**src/rtl/pattern_loader.sv**
```systemverilog
// rtl/pattern_loader.sv - serial master that shifts BUFSIZE bytes into a pattern buffer and returns the old contents
module pattern_loader #(
  parameter int BUFSIZE = 27,
  parameter int CLKDIV  = 4,
  parameter int ABITS   = 3
) (
  input  logic             clk,
  input  logic             rst,
  input  logic             start,
  input  logic [ABITS-1:0] addr,
  input  logic [7:0]       din,
  input  logic             din_valid,
  output logic             din_ready,
  output logic [7:0]       dout,
  output logic             dout_valid,
  output logic             busy,
  output logic             done,
  output logic             sclk,
  output logic             sin,
  input  logic             sout,
  output logic             ssel,
  output logic [ABITS-1:0] saddr
);

  localparam int DW = (CLKDIV > 1) ? $clog2(CLKDIV) : 1;
  localparam int BW = $clog2(BUFSIZE + 1);
  localparam logic [DW-1:0] DIV_LAST = DW'(CLKDIV - 1);
  localparam logic [BW-1:0] BUF_LAST = BW'(BUFSIZE - 1);

  typedef enum logic [2:0] {
    S_IDLE, S_SETUP, S_FETCH, S_LOW, S_HIGH, S_HOLD
  } state_t;

  state_t           state_q, state_d;
  logic [DW-1:0]    div_q, div_d;
  logic [2:0]       bit_q, bit_d;
  logic [BW-1:0]    byte_q, byte_d;
  logic [6:0]       tx_q, tx_d;
  logic [7:0]       rx_q, rx_d;
  logic             sclk_q, sclk_d;
  logic             sin_q, sin_d;
  logic             ssel_q, ssel_d;
  logic [ABITS-1:0] saddr_q, saddr_d;
  logic             din_ready_q, din_ready_d;
  logic [7:0]       dout_q, dout_d;
  logic             dout_valid_q, dout_valid_d;
  logic             busy_q, busy_d;
  logic             done_q, done_d;
  logic             div_last;

  assign div_last = (div_q >= DIV_LAST);

  always_comb begin
    state_d      = state_q;
    div_d        = div_q;
    bit_d        = bit_q;
    byte_d       = byte_q;
    tx_d         = tx_q;
    rx_d         = rx_q;
    sclk_d       = sclk_q;
    sin_d        = sin_q;
    ssel_d       = ssel_q;
    saddr_d      = saddr_q;
    din_ready_d  = din_ready_q;
    dout_d       = dout_q;
    dout_valid_d = 1'b0;
    busy_d       = busy_q;
    done_d       = 1'b0;

    case (state_q)
      S_IDLE: begin
        if (start) begin
          saddr_d = addr;
          busy_d  = 1'b1;
          ssel_d  = 1'b1;
          div_d   = '0;
          byte_d  = '0;
          state_d = S_SETUP;
        end
      end

      S_SETUP: begin
        if (div_last) begin
          div_d       = '0;
          din_ready_d = 1'b1;
          state_d     = S_FETCH;
        end else begin
          div_d = div_q + 1'b1;
        end
      end

      S_FETCH: begin
        // The handshake cycle already counts as the first low cycle of bit 7,
        // so an unstalled stream costs no extra cycles per byte.
        if (din_valid && din_ready_q) begin
          tx_d        = din[6:0];
          bit_d       = 3'd7;
          sin_d       = din[7];
          din_ready_d = 1'b0;
          div_d       = DW'(1);
          state_d     = S_LOW;
        end
      end

      S_LOW: begin
        if (div_last) begin
          rx_d    = {rx_q[6:0], sout};
          sclk_d  = 1'b1;
          div_d   = '0;
          state_d = S_HIGH;
        end else begin
          div_d = div_q + 1'b1;
        end
      end

      S_HIGH: begin
        if (div_last) begin
          sclk_d = 1'b0;
          div_d  = '0;
          if (bit_q != 3'd0) begin
            bit_d   = bit_q - 1'b1;
            sin_d   = tx_q[6];
            tx_d    = {tx_q[5:0], 1'b0};
            state_d = S_LOW;
          end else begin
            dout_d       = rx_q;
            dout_valid_d = 1'b1;
            byte_d       = byte_q + 1'b1;
            if (byte_q == BUF_LAST) begin
              state_d = S_HOLD;
            end else begin
              din_ready_d = 1'b1;
              state_d     = S_FETCH;
            end
          end
        end else begin
          div_d = div_q + 1'b1;
        end
      end

      S_HOLD: begin
        if (div_last) begin
          ssel_d  = 1'b0;
          sin_d   = 1'b0;
          busy_d  = 1'b0;
          done_d  = 1'b1;
          div_d   = '0;
          state_d = S_IDLE;
        end else begin
          div_d = div_q + 1'b1;
        end
      end

      default: state_d = S_IDLE;
    endcase
  end

  always_ff @(posedge clk) begin
    if (rst) begin
      state_q      <= S_IDLE;
      div_q        <= '0;
      bit_q        <= '0;
      byte_q       <= '0;
      tx_q         <= '0;
      rx_q         <= '0;
      sclk_q       <= 1'b0;
      sin_q        <= 1'b0;
      ssel_q       <= 1'b0;
      saddr_q      <= '0;
      din_ready_q  <= 1'b0;
      dout_q       <= '0;
      dout_valid_q <= 1'b0;
      busy_q       <= 1'b0;
      done_q       <= 1'b0;
    end else begin
      state_q      <= state_d;
      div_q        <= div_d;
      bit_q        <= bit_d;
      byte_q       <= byte_d;
      tx_q         <= tx_d;
      rx_q         <= rx_d;
      sclk_q       <= sclk_d;
      sin_q        <= sin_d;
      ssel_q       <= ssel_d;
      saddr_q      <= saddr_d;
      din_ready_q  <= din_ready_d;
      dout_q       <= dout_d;
      dout_valid_q <= dout_valid_d;
      busy_q       <= busy_d;
      done_q       <= done_d;
    end
  end

  assign sclk       = sclk_q;
  assign sin        = sin_q;
  assign ssel       = ssel_q;
  assign saddr      = saddr_q;
  assign din_ready  = din_ready_q;
  assign dout       = dout_q;
  assign dout_valid = dout_valid_q;
  assign busy       = busy_q;
  assign done       = done_q;

endmodule

```
**config.mk**
```make
export PLATFORM = sky130hd
export DESIGN_NAME = pattern_loader
export DESIGN_NICKNAME = d
export VERILOG_FILES = /design/src/rtl/pattern_loader.sv
export SDC_FILE = /design/constraint.sdc
export NUM_CORES = 1
export LEC_CHECK = 0
export CORE_MARGIN = 1
export CORE_UTILIZATION = 35
export CTS_CLUSTER_DIAMETER = 120
export DETAILED_ROUTE_END_ITERATION = 8
export DONT_BUFFER_PORTS = 1
export GPL_ROUTABILITY_DRIVEN = 1
export PLACE_DENSITY_LB_ADDON = 0.1
export SLEW_MARGIN = 10
export SYNTH_ARGS = -nofsm -noshare
export SYNTH_HDL_FRONTEND = slang
export SYNTH_SLANG_ARGS = --single-unit
```
**constraint.sdc**
```tcl
create_clock -name clk -period 3.6 [get_ports clk]
set_input_delay 0.54 -clock clk [delete_from_list [all_inputs] [get_ports clk]]
set_output_delay 0.54 -clock clk [all_outputs]
set_load 0.03 [all_outputs]
```
==> impl_metrics.csv, run 1 <==
group,metric,value,unit
placement,place.gp.congestion,0.728,
clock_tree,tritoncts,"done",
cells_and_area,nNetsFinal,250,
clock_tree,post_cts_buffers,0,
synthesis,synthCells,237,
timing,setup_viol,0,
clock_tree,postCtsHoldBufs,0,
min_path,hold_path_class,"in -> reg",
clock_tree,numCtsBuffers,5,
floorplanning,core-area,5990,µm²
synthesis,syn_nets,258,
timing,drv_slew,0,
cells_and_area,final_cell_count_no_fill,304,
synthesis,synth_compound_area_frac,0.190,
clock_tree,cts_resized,0,
worst_setup_path,worstPathRequired,3.79,ns
worst_setup_path,path_max_fanout,23,
synthesis,syn_area_per_cell,9.25,µm²
pwr,p_per_area,575,nW/µm²
drt,drc_errors,0,
cells_and_area,syn2layout_area_growth,4.45,%
worst_setup_path,cp_data_arrival_time,2.48,ns
floorplanning,start_util,0.366,
status,status,"completed",
timing,fin_skew,0.00334,ns
grt,antenna_found_initial,0,
timing,fmax,436,MHz
floorplanning,die_h,81.2,µm
synthesis,synth_seq_cells,45,
clock_tree,clock_path_buffers,2,
synthesis,synth_top_family_by_area,"simple AND/OR/NAND/NOR gates",
floorplanning,die_w,81.2,µm
synthesis,muxShareOfSynthArea,0.0650,
cells_and_area,drive_gt1_frac,0.105,
worst_setup_path,endpoint_kind,"register",
grt,grt_pass1_vias,1417,
clock_tree,htreeDepth,2,
worst_setup_path,path_class,"reg -> reg",
pwr,irDropWorstVdd,0.236,mV
clock_tree,cts-root-buf,"clkbuf_8",
grt,grt_max_degree,43,
timing,period_minus_slack,2.29,ns
clock_tree,clk-insertion-delay-late,0.29,ns
timing,tns,0,ns
synthesis,ys.flop_type,"dfxtp_1",
synthesis,yosysUniqueCellTypes,51,
floorplanning,num_rows,28,
timing,worstMarginPinSlew,0.735,ns
floorplanning,dieArea,6590,µm²
drt,antenna_left,0,
drt,first_pass_iters,4,
drt,first_iter_violations,59,
synthesis,async_reset_ff_frac,0,
drt,vias_per_cell,5.27,
worst_setup_path,startpoint_type,"register",
pwr,cellLeakagePower,0.832,nW
timing,relSlewSlack,0.509,
synthesis,synthXorXnorAreaFrac,0.0200,
synthesis,synth_edf_count,0,
timing,hold_ws,0.314,ns
drt,vias,1602,
drt,wl_per_cell,14.7,µm
grt,grt_pass1_wl,7220,µm
cells_and_area,utilization,0.382,
synthesis,yosys.area_share.simple,0.225,
timing,rsz0062_at_grt,"false",
synthesis,synth_fa_ha_area_frac,0.0285,
synthesis,netlist_area,2190,µm²
grt,grt-ovfl-total,0,
clock_tree,clk_pin_slew,0.08,ns
placement,numPlacedInstances,297,
timing,hold_violations,0,
grt,grt_usage,0.145,
synthesis,synth.yosys.seq_area_share,0.411,
drt,finalWirelength,4460,µm
cells_and_area,antenna_cells,0,
placement,hpwl,3040,µm
clock_tree,clock-sinks,45,
placement,port_buffers,0,
flow_run,maxCapViolCount,0,
synthesis,ys_warn_count,0,
timing,fin_crit_sh,0.637,
floorplanning,io_pins,34,
[report_power, final]
part	internal, mW	switching (mW)	total, mW
Sequential	0.536	0.106	0.641
Clock	0.202	0.165	0.367
Combinational	0.138	0.171	0.310
Total	0.876	0.442	1.32
[layout by cell type, fill, tap and decap left out, drive strengths merged, types with 2 or more instances in the layout]
| master | instances |
|---|---|
| a2111oi | 2 |
| a211oi | 6 |
| a21oi | 16 |
| a221oi | 2 |
| a311oi | 8 |
| a31oi | 2 |
| and2b | 2 |
| and3 | 2 |
| clkbuf | 5 |
| dfxtp | 45 |
| ha | 5 |
| inv | 9 |
| mux2 | 2 |
| mux2i | 12 |
| nand2 | 33 |
| nand3 | 3 |
| nand4b | 2 |
| nor2 | 22 |
| nor2b | 3 |
| nor3 | 11 |
| nor3b | 4 |
| o21a | 2 |
| o21ai | 5 |
| o22a | 3 |
| or2 | 3 |
| or3b | 2 |
| xnor2 | 5 |
[final timing paths]
path                                  from       end  slack [ns]  depth (start not counted)
worst max register to register  state_q[2]   dout[5]        1.31                          4
worst min-delay path                   rst  div_q[0]        0.31                          1
worst min register to register     rx_q[7]   rx_q[7]        0.46                          2
worst max-delay path            state_q[2]   dout[5]        1.31                          4
[cells in the mapped netlist, types with 2 or more instances]
cell,instances,area share
nor2b_1,2,0.0057
or2_1,3,0.0086
a21oi_1,16,0.037
nor3b_1,2,0.0068
nand2_1,32,0.055
or3b_1,2,0.0080
o21ai_0,5,0.011
a221oi_1,2,0.0080
xnor2_1,5,0.020
mux2i_1,12,0.055
mux2_2,2,0.010
and2b_1,2,0.0068
o21a_1,2,0.0068
buf_6,4,0.021
a211oi_1,6,0.021
nand3_1,2,0.0046
dfxtp_1,45,0.41
o22a_1,3,0.012
nor3_1,10,0.023
a31oi_1,2,0.0057
ha_1,5,0.029
buf_2,2,0.0046
nor2_1,22,0.038
inv_1,9,0.015
buf_4,3,0.010
and3_1,2,0.0057
clkbuf_1,5,0.0086
a311oi_1,2,0.0080
a311oi_2,6,0.041
[per-layer routing]
layer	global-route usage	vias to the layer above	part of all wire
li1	-	817	-
met4	0.0429	0	0.0094
met3	0.0438	5	0.060
met1	0.208	743	0.50
met2	0.205	37	0.43
met5	0	-	0
[registers in the layout, summed over array words and instances, names as in the netlist]
signal,cells
tx_q,7
byte_q,5
rx_q,8
div_q,2
sclk,1
dout_valid,1
saddr,3
bit_q,3
state_q,3
sin,1
dout,8
busy,1
done,1
din_ready,1
[layout make-up]
class                           count  area, µm²
Tap cell                           75       93.8
Fill cell                         606       3700
Multi-Input combinational cell    168       1160
Inverter                            9       33.8
Clock inverter                      2       35.0
Sequential cell                    45        901
Clock buffer                        5       68.8
[worst max-delay path, cell delays in order (launching register included)]
cell and delay (ns):
dfxtp_1 0.80, nor3b_2 0.68, nand3_2 0.38, mux2i_1 0.27, nor2_1 0.05
[per-stage QoR]
| stage | setup WS (ns) | power (mW) | area [µm²] |
|---|---|---|---|
| 2_1_floorplan | 1.96 | 0.933 | 2190 |
| 3_5_place_dp | 1.28 | 0.964 | 2190 |
| 4_1_cts | 1.28 | 1.34 | 2290 |
| 5_1_grt | 1.12 | 1.41 | 2290 |
| 3_3_place_gp | 1.36 | 0.968 | 2190 |
| 6_report | 1.31 | 1.32 | 2290 |
[cells by family (layout without fill, tap and decap cells)]
group / after synthesis / after routing
xor gates and xnor gates: 5 / 5
buffers and inverters: 24 / 16
and+or+nand+nor: 92 / 92
adders and majority gates: 5 / 5
DFF: 45 / 45
muxes: 14 / 14
AOI/OAI and AO/OA: 52 / 52
(Power assumes the default switching activity.)
==> run 2, diff against run 1 <==
Clock period 3.6 ns to 2 ns, I/O delays scaled along.
==> run 2 against run 1 <==
  * Core utilization rose by 1.1 points
  * Combinational power rose by 120%
  * Critical endpoint is now bit_q[1]
  * Sequential power up 70%
  * Die area unchanged
  * Global-route usage increased by 0.098 points
  * First-iteration DRC count rose by 44%
  * Non-clock buffer count increased by 9
==> impl_metrics.csv, run 2 (synthesis gave the netlist of run 1 again) <==
group,metric,value,unit
floorplanning,num_rows,28,
timing,fin_skew,0.00695,ns
worst_setup_path,path_max_fanout,7,
grt,grt_pass1_wl,7370,µm
min_path,hold_path_class,"in -> reg",
worst_setup_path,worstPathRequired,2.22,ns
worst_setup_path,startpoint_type,"register",
floorplanning,start_util,0.366,
clock_tree,htreeDepth,2,
grt,grt_usage,0.146,
timing,period_minus_slack,1.77,ns
status,status,"completed",
pwr,p_per_area,1040,nW/µm²
cells_and_area,drive_gt1_frac,0.139,
timing,fin_ws,0.225,ns
worst_setup_path,path_cells,"inv_1 > ha_1 > nor2b_4 > and4bb_4 > or2_1 > a311oi_2",
worst_setup_path,slowest_delay,0.35,ns
worst_setup_path,cp_data_arrival_time,1.99,ns
drt,antenna_left,0,
floorplanning,io_pins,34,
placement,place.gp.congestion,0.734,
clock_tree,clk_pin_slew,0.09,ns
grt,grt_pass1_vias,1469,
placement,hpwl,3140,µm
drt,vias_per_cell,5.18,
clock_tree,post_cts_buffers,0,
drt,vias,1621,
timing,fmax,563,MHz
drt,first_pass_iters,4,
clock_tree,clk-insertion-delay-late,0.30,ns
drt,finalWirelength,4520,µm
clock_tree,tritoncts,"done",
cells_and_area,final_cell_count_no_fill,313,
clock_tree,cts_resized,0,
cells_and_area,antenna_cells,0,
timing,drv_slew,0,
clock_tree,clock-sinks,45,
timing,setup_viol,0,
grt,grt_max_degree,43,
clock_tree,cts-root-buf,"clkbuf_8",
clock_tree,numCtsBuffers,5,
clock_tree,postCtsHoldBufs,0,
cells_and_area,nNetsFinal,259,
flow_run,maxCapViolCount,0,
worst_setup_path,path_class,"reg -> reg",
timing,worstMarginPinSlew,0.550,ns
timing,relSlewSlack,0.633,
floorplanning,dieArea,6590,µm²
floorplanning,die_w,81.2,µm
timing,tns,0,ns
timing,hold_violations,0,
timing,fin_crit_sh,0.887,
cells_and_area,final_cell_mix,"45 x dfxtp_1, 32 x nand2_1, 22 x nor2_1",
drt,drc_errors,0,
worst_setup_path,endpoint_kind,"register",
placement,dp_slack,0.220,ns
floorplanning,die_h,81.2,µm
cells_and_area,syn2layout_area_growth,7.53,%
grt,antenna_found_initial,0,
placement,port_buffers,0,
floorplanning,core-area,5990,µm²
grt,grt-ovfl-total,0,
pwr,power,2.44,mW
cells_and_area,layout_commonest_cell,"dfxtp_1",
pwr,irDropWorstVdd,0.457,mV
drt,first_iter_violations,85,
timing,rsz0062_at_grt,"false",
drt,wl_per_cell,14.4,µm
placement,numPlacedInstances,306,
clock_tree,clock_path_buffers,2,
pwr,cellLeakagePower,0.879,nW
worst_setup_path,slowest_stage,"or2_1",
[run 2: cell count changes in the layout (fill, tap and decap cells not counted)]
cell,delta
buf_4,+9
[run 2: power breakdown]
| group | switching, mW | internal (mW) |
|---|---|---|
| sequential | 0.127 | 0.965 |
| combinational | 0.386 | 0.293 |
| clock | 0.311 | 0.364 |
| total | 0.824 | 1.62 |
[run 2: layout make-up]
type,count,area (µm²)
Fill cell,611,3630
Multi-Input combinational cell,168,1160
Sequential cell,45,901
Tap cell,75,93.8
Clock buffer,5,68.8
Timing Repair Buffer,9,67.6
Clock inverter,2,35.0
Inverter,9,33.8
[run 2: metrics by stage]
stage                     area (µm²)  utilization  hold WS, ns
final                           2360        0.394       0.0717
after global routing            2360        0.394       0.0544
after CTS                       2360        0.394       0.0536
after detailed placement        2250        0.376        0.375
after global placement          2250        0.376        0.376
after floorplan                 2190            -        0.436
[run 2: final timing paths]
kind	from	slack, ns	endpoint	depth (start not counted)
max	bit_q[0]	0.23	bit_q[1]	6
min	rst	0.07	saddr[0]	1
max reg2reg	bit_q[0]	0.23	bit_q[1]	6
min reg2reg	rx_q[7]	0.46	rx_q[7]	2
[run 2: worst max-delay path: cells and delay by family, from the launching register on]
family | cells | cell delay, ns
simple gates | 3 | 0.78
fa+ha+maj | 1 | 0.21
compound gates | 1 | 0.29
buf+inv | 1 | 0.08
flops | 1 | 0.33
[run 2: routing by layer]
| metal | up-vias | wire length [µm] | track usage |
|---|---|---|---|
| met3 | 4 | 210 | 0.0326 |
| li1 | 839 | - | - |
| met1 | 747 | 2340 | 0.210 |
| met5 | - | 0 | 0 |
| met4 | 0 | 42 | 0.0482 |
| met2 | 31 | 1930 | 0.213 |
